$ cat src/rtl/mmio_pkg.sv
// Shared definitions for the data-memory map and its timer slave:
// timer register offsets, CTRL bit positions and the CTRL register layout.
package mmio_pkg;

  localparam logic [31:0] TMR_BASE_ADDR = 32'h0000_0200;

  localparam logic [1:0] TMR_CTRL   = 2'd0;
  localparam logic [1:0] TMR_LOAD   = 2'd1;
  localparam logic [1:0] TMR_COUNT  = 2'd2;
  localparam logic [1:0] TMR_STATUS = 2'd3;

  localparam int TMR_PRESCALE_WIDTH = 8;
  localparam int CTRL_EN_BIT        = 0;
  localparam int CTRL_AUTO_BIT      = 1;
  localparam int CTRL_IRQEN_BIT     = 2;
  localparam int CTRL_PSC_LSB       = 8;
  localparam int CTRL_PSC_MSB       = CTRL_PSC_LSB + TMR_PRESCALE_WIDTH - 1;
  localparam int STATUS_EXPIRED_BIT = 0;

  typedef struct packed {
    logic [TMR_PRESCALE_WIDTH-1:0] prescale;
    logic                          irqEn;
    logic                          autoReload;
    logic                          en;
  } tmr_ctrl_t;

  // Bus view of CTRL; unused bit positions read back as zero.
  function automatic logic [31:0] ctrlToWord(tmr_ctrl_t c);
    logic [31:0] w;
    w = '0;
    w[CTRL_EN_BIT]                = c.en;
    w[CTRL_AUTO_BIT]              = c.autoReload;
    w[CTRL_IRQEN_BIT]             = c.irqEn;
    w[CTRL_PSC_MSB:CTRL_PSC_LSB]  = c.prescale;
    return w;
  endfunction

endpackage

$ cat src/rtl/mmio_timer_slave_prescaler.sv
// Prescaler for the MMIO timer: counts enabled cycles and emits a one-cycle
// tick each time the count matches the programmed prescale value.
module tmr_prescaler #(
  parameter int WIDTH = 8
) (
  input  logic             clk,
  input  logic             rst,
  input  logic             i_en,
  input  logic             i_clear,
  input  logic [WIDTH-1:0] i_prescale,
  output logic             o_tick
);

  logic [WIDTH-1:0] r_psc;
  logic             w_hit;

  assign w_hit  = (r_psc == i_prescale);
  assign o_tick = i_en && w_hit;

  // Clear takes priority so a freshly enabled timer always starts a full period.
  always_ff @(posedge clk or posedge rst) begin
    if (rst) begin
      r_psc <= '0;
    end else if (i_clear) begin
      r_psc <= '0;
    end else if (i_en) begin
      if (w_hit) begin
        r_psc <= '0;
      end else begin
        r_psc <= r_psc + WIDTH'(1);
      end
    end
  end

endmodule

$ cat src/rtl/mmio_timer_slave.sv
// Memory-mapped prescaled down-counter: CTRL/LOAD/COUNT/STATUS registers,
// one-shot or auto-reload expiry, sticky W1C expiry flag and level interrupt.
module mmio_timer_slave
  import mmio_pkg::*;
#(
  parameter int DATA_WIDTH     = 32,
  parameter int ADDR_WIDTH     = 7,
  parameter int PRESCALE_WIDTH = 8
) (
  input  logic                  clk,
  input  logic                  rst,
  input  logic [DATA_WIDTH-1:0] wd,
  input  logic [DATA_WIDTH-1:0] address,
  input  logic                  we,
  input  logic                  re,
  output logic [DATA_WIDTH-1:0] rd,
  output logic                  irq
);

  tmr_ctrl_t             r_ctrl;
  logic [DATA_WIDTH-1:0] r_load;
  logic [DATA_WIDTH-1:0] r_count;
  logic                  r_expired;

  logic [ADDR_WIDTH-1:0] w_addrField;
  logic [1:0]            w_offset;
  logic                  w_unusedAddr;
  logic                  w_wrCtrl;
  logic                  w_wrLoad;
  logic                  w_wrCount;
  logic                  w_wrStatus;
  logic                  w_pscClear;
  logic                  w_tick;
  logic                  w_expire;

  // Only the word offset inside the slave window selects a register.
  assign w_addrField  = address[ADDR_WIDTH-1:0];
  assign w_offset     = w_addrField[3:2];
  assign w_unusedAddr = ^{address[DATA_WIDTH-1:ADDR_WIDTH],
                          w_addrField[ADDR_WIDTH-1:4], w_addrField[1:0]};

  assign w_wrCtrl   = we && (w_offset == TMR_CTRL);
  assign w_wrLoad   = we && (w_offset == TMR_LOAD);
  assign w_wrCount  = we && (w_offset == TMR_COUNT);
  assign w_wrStatus = we && (w_offset == TMR_STATUS);

  assign w_pscClear = w_wrCtrl && wd[CTRL_EN_BIT] && !r_ctrl.en;
  assign w_expire   = w_tick && (r_count == '0);

  tmr_prescaler #(
    .WIDTH (PRESCALE_WIDTH)
  ) u_prescaler (
    .clk        (clk),
    .rst        (rst),
    .i_en       (r_ctrl.en),
    .i_clear    (w_pscClear),
    .i_prescale (r_ctrl.prescale),
    .o_tick     (w_tick)
  );

  // A bus write to CTRL overrides the one-shot auto-disable in the same cycle.
  always_ff @(posedge clk or posedge rst) begin
    if (rst) begin
      r_ctrl <= '0;
    end else if (w_wrCtrl) begin
      r_ctrl <= '{prescale:   wd[CTRL_PSC_MSB:CTRL_PSC_LSB],
                  irqEn:      wd[CTRL_IRQEN_BIT],
                  autoReload: wd[CTRL_AUTO_BIT],
                  en:         wd[CTRL_EN_BIT]};
    end else if (w_expire && !r_ctrl.autoReload) begin
      r_ctrl.en <= 1'b0;
    end
  end

  always_ff @(posedge clk or posedge rst) begin
    if (rst) begin
      r_load <= '0;
    end else if (w_wrLoad) begin
      r_load <= wd;
    end
  end

  // Bus writes beat the tick; a one-shot expiry simply leaves COUNT at zero.
  always_ff @(posedge clk or posedge rst) begin
    if (rst) begin
      r_count <= '0;
    end else if (w_wrCount) begin
      r_count <= wd;
    end else if (w_tick) begin
      if (r_count != '0) begin
        r_count <= r_count - DATA_WIDTH'(1);
      end else if (r_ctrl.autoReload) begin
        r_count <= r_load;
      end
    end
  end

  // Expiry has priority over write-1-to-clear so no event is lost.
  always_ff @(posedge clk or posedge rst) begin
    if (rst) begin
      r_expired <= 1'b0;
    end else if (w_expire) begin
      r_expired <= 1'b1;
    end else if (w_wrStatus && wd[STATUS_EXPIRED_BIT]) begin
      r_expired <= 1'b0;
    end
  end

  always_comb begin
    rd = '0;
    if (re) begin
      unique case (w_offset)
        TMR_CTRL:   rd = DATA_WIDTH'(ctrlToWord(r_ctrl));
        TMR_LOAD:   rd = r_load;
        TMR_COUNT:  rd = r_count;
        TMR_STATUS: rd = DATA_WIDTH'(r_expired);
      endcase
    end
  end

  assign irq = r_expired && r_ctrl.irqEn;

endmodule

$ cat config.mk
export PLATFORM = sky130hd
export DESIGN_NAME = mmio_timer_slave
export DESIGN_NICKNAME = d
export VERILOG_FILES = /design/src/rtl/mmio_pkg.sv /design/src/rtl/mmio_timer_slave_prescaler.sv /design/src/rtl/mmio_timer_slave.sv
export SDC_FILE = /design/constraint.sdc
export NUM_CORES = 1
export LEC_CHECK = 0
export CAP_MARGIN = 30
export CORE_UTILIZATION = 40
export CTS_BUF_LIST = sky130_fd_sc_hd__clkbuf_4
export DETAILED_ROUTE_END_ITERATION = 16
export GPL_TIMING_DRIVEN = 0
export MAX_ROUTING_LAYER = met4
export PLACE_DENSITY_LB_ADDON = 0.2
export SYNTH_ARGS = -nofsm -noshare
export SYNTH_HDL_FRONTEND = slang
export SYNTH_SLANG_ARGS = --single-unit
$ cat constraint.sdc
create_clock -name clk -period 5.7 [get_ports clk]
set_input_delay 1.14 -clock clk [delete_from_list [all_inputs] [get_ports clk]]
set_output_delay 1.14 -clock clk [all_outputs]
set_load 0.02 [all_outputs]
==> results of run 1 <==
[worst reg2reg max path, cell delays in order (launching register included)]
cell and delay (ps):
dfrtp_1 380, clkbuf_1 220, nor4_1 800, and2_1 230, clkbuf_1 310, nand4_1 140
a21oi_1 370, clkbuf_1 560, o21ai_0 190, o311ai_0 120
[synthesized netlist by cell type (all sizes together) (8+ instances only)]
library cell,instances
nor4,17
a21oi,21
o31ai,11
mux2,42
a22oi,33
nand2,62
nand4,8
buf,13
and2,15
xnor2,17
nor2b,25
mux2i,12
clkbuf,36
nor3,16
o21ai,42
a221o,8
nor2,18
nand3,18
dfrtp,84
[kinds of logic (layout without fill, tap and decap cells)]
kind of cell	after synthesis	count (layout)	synth area share, %
AOI/OAI and AO/OA	154	154	19.7
xor gates and xnor gates	18	18	2.98
adders and majority gates	3	3	0.709
buffers and inverters	54	141	4.37
DFF	84	84	39.7
muxes	55	55	11.6
and+or+nand+nor	204	204	21.0
[power groups by stage]
stage	logic [mW]	registers (mW)	clock network, mW
after floorplan	0.412	0.825	0
after global placement	0.569	0.864	0
after detailed placement	0.583	0.870	0
after CTS	0.586	0.858	0.405
after global routing	0.646	0.879	0.431
final	0.588	0.861	0.402
[worst paths after layout]
| kind | depth (start not counted) | from | endpoint |
|---|---|---|---|
| max reg2reg | 9 | r_count[20]$_DFFE_PP0P_ | r_count[3]$_DFFE_PP0P_ |
| max | 7 | address[3] | rd[20] |
| min reg2reg | 1 | r_load[5]$_DFFE_PP0P_ | r_count[5]$_DFFE_PP0P_ |
| min | 1 | r_load[5]$_DFFE_PP0P_ | r_count[5]$_DFFE_PP0P_ |
| max in group asynchronous | 3 | rst | r_count[19]$_DFFE_PP0P_ |
| min in group asynchronous | 2 | rst | r_load[27]$_DFFE_PP0P_ |
[area by class of cell]
class | instances | area, µm²
inverters | 5 | 21.3
clock inverters | 6 | 78.8
well taps | 172 | 215
multi-input cells | 434 | 2960
flip-flops and latches | 84 | 2100
clock buffers | 10 | 75.1
fillers | 1211 | 6380
plain buffers | 49 | 213
repair buffers | 71 | 723
[stage by stage]
step	total power, mW	utilization [%]
CTS	1.85	50.0
detailed placement	1.45	48.8
floorplan	1.24	-
global placement	1.43	48.5
finish	1.85	50.0
global route	1.96	50.0
[layer usage]
metal | global-route usage (%) | vias to the layer above
met4 | 11.2 | 0
met3 | 4.12 | 37
met2 | 44.7 | 199
met5 | - | -
met1 | 36.7 | 2449
li1 | - | 2299
[layout by cell type, fill, tap and decap left out, drive strengths merged, types with 3 or more instances in the layout]
master         netlist  layout
a211o                3       3
a211oi               3       3
a21oi               21      21
a221o                8       8
a22oi               33      33
a31oi                6       6
and2                15      15
and3                 5       5
buf                 13      15
clkbuf              36      46
clkdlybuf4s50        0      69
clkinv               0       4
dfrtp               84      84
ha                   3       3
inv                  5       5
mux2                42      42
mux2i               12      12
nand2               62      62
nand2b               6       6
nand3               18      18
nand4                8       8
nor2                18      18
nor2b               25      25
nor3                16      16
nor4                17      17
o211ai               5       5
o21ai               42      42
o311ai               3       3
o31ai               11      11
or3                  3       3
or4                  6       6
xnor2               17      17
[state kept, by name, indices dropped and copies added (netlist names)]
signal	count
u_prescaler.r_psc	8
r_count	32
r_ctrl	11
r_load	32
r_expired	1
==> results.json, run 1 <==
{
  "status": "completed",
  "gp_congestion": 0.948,
  "clkSinkCount": 84,
  "clockBufferDepth": 2,
  "stdcell_count": 831,
  "synth_cell_types": 60,
  "clk-insertion-delay-late_ps": 490,
  "dp_hpwl_mm": 12.7,
  "final.period_utilization_pct": 82.5,
  "final.min_clock_period_ps": 4700,
  "syn_nets": 643,
  "finalHoldViolCount": 0,
  "synth_largest_area_cell": "dfrtp_1",
  "finalSetupViolCount": 0,
  "cap_violations": 0,
  "synth_edf_count": 0,
  "clk_pin_slew_ps": 130,
  "initial_core_util_pct": 41.5,
  "cts_buffers": 9,
  "pin_count": 101,
  "totalNegativeSetupSlack_ps": 0,
  "skew_ps": 14.9,
  "yosys_warnings": 0,
  "topRoutingLayerUsed": "met4",
  "clockPowerShare_pct": 21.7,
  "core_region_area_mm2": 0.0128,
  "drcViolationCount": 0,
  "sequentialPowerShare_pct": 46.5,
  "p_int_mw": 1.17,
  "slowest_stage": "clkdlybuf4s50_1",
  "path_delay_family": "buffers and inverters",
  "die-area_mm2": 0.0137,
  "diodes": 0,
  "placed_cells": 815,
  "switchingPower_mw": 0.685,
  "met2_length_mm": 8.28,
  "port-buffer-count": 69,
  "critPathLaunchType": "input port",
  "routedWlPerCell_um": 21.2,
  "syn2layout_area_growth_pct": 20.7,
  "async_reset_ff_share_pct": 100,
  "grt_pass1_wl_mm": 27.6,
  "cts_resized": 0,
  "dr.pass1.iters": 6,
  "min_path_type": "reg -> reg",
  "cp_max_fo": 10,
  "wl_mm": 17.6,
  "hold_slack_ps": 553,
  "drt_iter0_drc": 489,
  "path_cells": "clkdlybuf4s50_1 > nor2b_1 > clkbuf_1 > clkbuf_1 > a22oi_1 > nor2b_1 > clkdlybuf4s50_1",
  "peakVddDrop_mv": 0.186,
  "clockRootBuffer": "clkbuf_4",
  "final_layout_size_suffix_gt1_share_pct": 11.1,
  "post-cts-setup-buffer-count": 0,
  "worstSetupPathType": "in -> out",
  "final_area_mm2": 0.00639,
  "slew_violations": 0,
  "relSlewSlack_pct": 36.9,
  "rows": 41,
  "worst-path-buf-inv": 4,
  "synth_area_mm2": 0.00530,
  "chipWidth_um": 117,
  "cts_tree": "yes",
  "synthTopCellsByArea": "dfrtp_1 40%, mux2_2 8.9%, a22oi_1 4.7%",
  "yosysSeqAreaShare_pct": 39.7,
  "fin_ws_ps": 996,
  "pre_cts_ws_ps": 962,
  "critPathMaxStageDelay_ps": 610,
  "die_y_um": 117,
  "wl_met3_um": 974,
  "grt_pass1_vias": 4872,
  "syn_inst": 572,
  "static-leakage-power_nw": 2.40,
  "wl_met1_mm": 7.88,
  "grt_max_degree": 60,
  "nNetsFinal": 725,
  "worst-endpoint-arrival_ps": 3560,
  "ant_nets": 0,
  "max_slew.worst_pin.slew_ps": 939,
  "ys.flop_type": "dfrtp_1",
  "cp-end-kind": "primary output",
  "drt-vias-per-instance": 6.00,
  "rsz0062_at_grt": "false",
  "grt_usage_pct": 28.3,
  "cts_htree_levels": 3,
  "yosysTopAreaCellShare_pct": 39.7,
  "antenna_found_initial": 0,
  "r2r_slack_ps": 2290,
  "max_freq_ghz": 0.213,
  "place_area_mm2": 0.00624,
  "sw_frac_of_total_pct": 37.0,
  "avgSynthCellArea_um2": 9.26,
  "required_ps": 4560,
  "combPwrFrac_pct": 31.8,
  "ys_ff_latch": 84,
  "holdBufCountCts": 0,
  "vias": 4984,
  "gr-total-overflow": 0,
  "power.density_mw_per_mm2": 290
}
No activity file was read; power rests on OpenSTA's default activity.
==> inputs of run 2 (changes only) <==
- clock period: 5.7 -> 4.9 ns (I/O delays scaled with it)
==> results of run 2 <==
Same layout as run 1 (identical final DEF). Status: completed.
Among the figures that moved: setup slack after placement 962 ps -> 365 ps; setup slack after layout 996 ps -> 516 ps; register-to-register setup slack 2290 ps -> 1490 ps; total power 1.85 mW -> 2.15 mW; worst IR drop on VDD 0.186 mV -> 0.217 mV
==> inputs of run 3 (changes only) <==
- SLEW_MARGIN: not set -> 25
==> run 3 against run 2 <==
Net effect:
- sequential power hardly changed
- critical path type unchanged
- wire length rose by 0.55%
- critical path depth unchanged
- count of clock-buffer cells in the layout down 1
- cell area decreased by 0.74%
- register-to-register slack better by 20 ps
- via count grew 0.78%
- fmax rose by 0.40%
- highest routed layer unchanged
- global-route usage hardly changed
==> results.json, run 3 (synthesized netlist as in run 1, its figures left out) <==
{
  "dp_hpwl_mm": 12.7,
  "initial_core_util_pct": 41.5,
  "worstHoldPathCells": 1,
  "cap_violations": 0,
  "final_layout_size_suffix_gt1_share_pct": 10.8,
  "r2r_slack_ps": 1510,
  "slew_violations": 0,
  "relSlewSlack_pct": 36.9,
  "r2r_cells": 9,
  "mostFrequentLayoutCells": "84 x dfrtp_1, 69 x clkdlybuf4s50_1, 62 x nand2_1",
  "drt-vias-per-instance": 6.04,
  "static-leakage-power_nw": 2.37,
  "clk_pin_slew_ps": 130,
  "sequentialPowerShare_pct": 49.3,
  "switchingPower_mw": 0.787,
  "nNetsFinal": 725,
  "skew_ps": 12.5,
  "post-cts-setup-buffer-count": 0,
  "cts_buffers": 9,
  "top_regs": "r_count x32, r_load x32, r_ctrl x11",
  "final_common_cell": "dfrtp_1",
  "gp_congestion": 0.948,
  "finalHoldViolCount": 0,
  "peakVddDrop_mv": 0.185,
  "fill_cells": 1216,
  "grt_pass1_wl_mm": 27.6,
  "vias": 5023,
  "critPathLaunchType": "input port",
  "clockBufferDepth": 2,
  "status": "completed",
  "worstSetupPathType": "in -> out",
  "clkSinkCount": 84,
  "ant_nets": 0,
  "dr.pass1.iters": 6,
  "cts_htree_levels": 3,
  "final.period_utilization_pct": 89.1,
  "port-buffer-count": 69,
  "drt_iter0_drc": 404,
  "grt_usage_pct": 28.3,
  "min_path_type": "reg -> reg",
  "rows": 41,
  "core_region_area_mm2": 0.0128,
  "antenna_found_initial": 0,
  "totalNegativeSetupSlack_ps": 0,
  "grt_max_degree": 60,
  "chipWidth_um": 117,
  "max_slew.worst_pin.slew_ps": 938,
  "cp_max_fo": 10,
  "pin_count": 101,
  "routedWlPerCell_um": 21.3,
  "holdBufCountCts": 0,
  "sw_frac_of_total_pct": 38.7,
  "combPwrFrac_pct": 33.7,
  "multiInputGateArea_mm2": 0.00296,
  "cts_resized": 0,
  "drcViolationCount": 0,
  "clockRootBuffer": "clkbuf_4",
  "clockPowerShare_pct": 17.0,
  "hold_slack_ps": 548,
  "clk-insertion-delay-late_ps": 460,
  "gr-total-overflow": 0,
  "cts_tree": "yes",
  "die_y_um": 117,
  "final.min_clock_period_ps": 4370,
  "finalSetupViolCount": 0,
  "syn2layout_area_growth_pct": 19.8,
  "power.density_mw_per_mm2": 321,
  "max_freq_ghz": 0.229,
  "p_int_mw": 1.25,
  "required_ps": 3920,
  "wl_mm": 17.7,
  "cp-end-kind": "primary output",
  "rsz0062_at_grt": "false",
  "worst-endpoint-arrival_ps": 3390,
  "seq_area_mm2": 0.00210,
  "grt_pass1_vias": 4855,
  "die-area_mm2": 0.0137
}
## run 3: cell count changes in the layout (fill, tap and decap cells not counted)
cell	previous run	this run
inv_6	0	1
diode_2	0	1
clkinvlp_4	0	1
inv_4	1	0
clkinv_1	1	3
bufinv_16	2	0
clkbuf_4	10	9
## run 3: power by group through the flow
stage               logic, mW  registers, mW  clock network [mW]
CTS                     0.683          0.997               0.356
global placement        0.661           1.00                   0
finish                  0.685           1.00               0.347
detailed placement      0.680           1.01                   0
floorplan               0.479          0.959                   0
global route            0.753           1.02               0.387
## run 3: metrics by stage
step	setup WS (ps)	instances	area (µm²)	power, mW	util, %
final	534	832	6340	2.03	49.7
after detailed placement	329	815	6240	1.69	48.8
after CTS	495	831	6340	2.04	49.6
after global placement	205	813	6200	1.67	48.5
after floorplan	1730	572	5300	1.44	-
after global routing	317	831	6340	2.16	49.6
## run 3: cell type report
type                            count  area share (%)
Antenna cell                        1          0.0395
Tap cell                          172            3.39
Clock inverter                      7           0.533
Buffer                             49            3.35
Timing Repair Buffer               71            11.4
Clock buffer                        9            1.07
Sequential cell                    84            33.1
Inverter                            5           0.375
Multi-Input combinational cell    434            46.7
## run 3: per-layer routing
metal | up-vias | routed length, µm | GRT usage, %
met2 | 201 | 8320 | 43.6
met5 | - | 0 | -
met3 | 30 | 1010 | 4.12
met1 | 2489 | 7840 | 37.1
li1 | 2303 | - | -
met4 | 0 | 512 | 12.6
## run 3: path summary, 6_finish.rpt
path,start,end
max reg2reg,r_count[20]$_DFFE_PP0P_,r_count[23]$_DFFE_PP0P_
max,address[3],rd[20]
min in group asynchronous,rst,r_ctrl[2]$_DFFE_PP0P_
min,r_expired$_DFFE_PP0P_,r_expired$_DFFE_PP0P_
max in group asynchronous,rst,r_load[17]$_DFFE_PP0P_
min reg2reg,r_expired$_DFFE_PP0P_,r_expired$_DFFE_PP0P_
## run 3: worst max-delay path, stage by stage
cell and delay [ps]:
clkdlybuf4s50_1 570, nor2b_1 150, clkbuf_1 280, clkbuf_1 480
a22oi_1 150, nor2b_1 160, clkdlybuf4s50_1 610
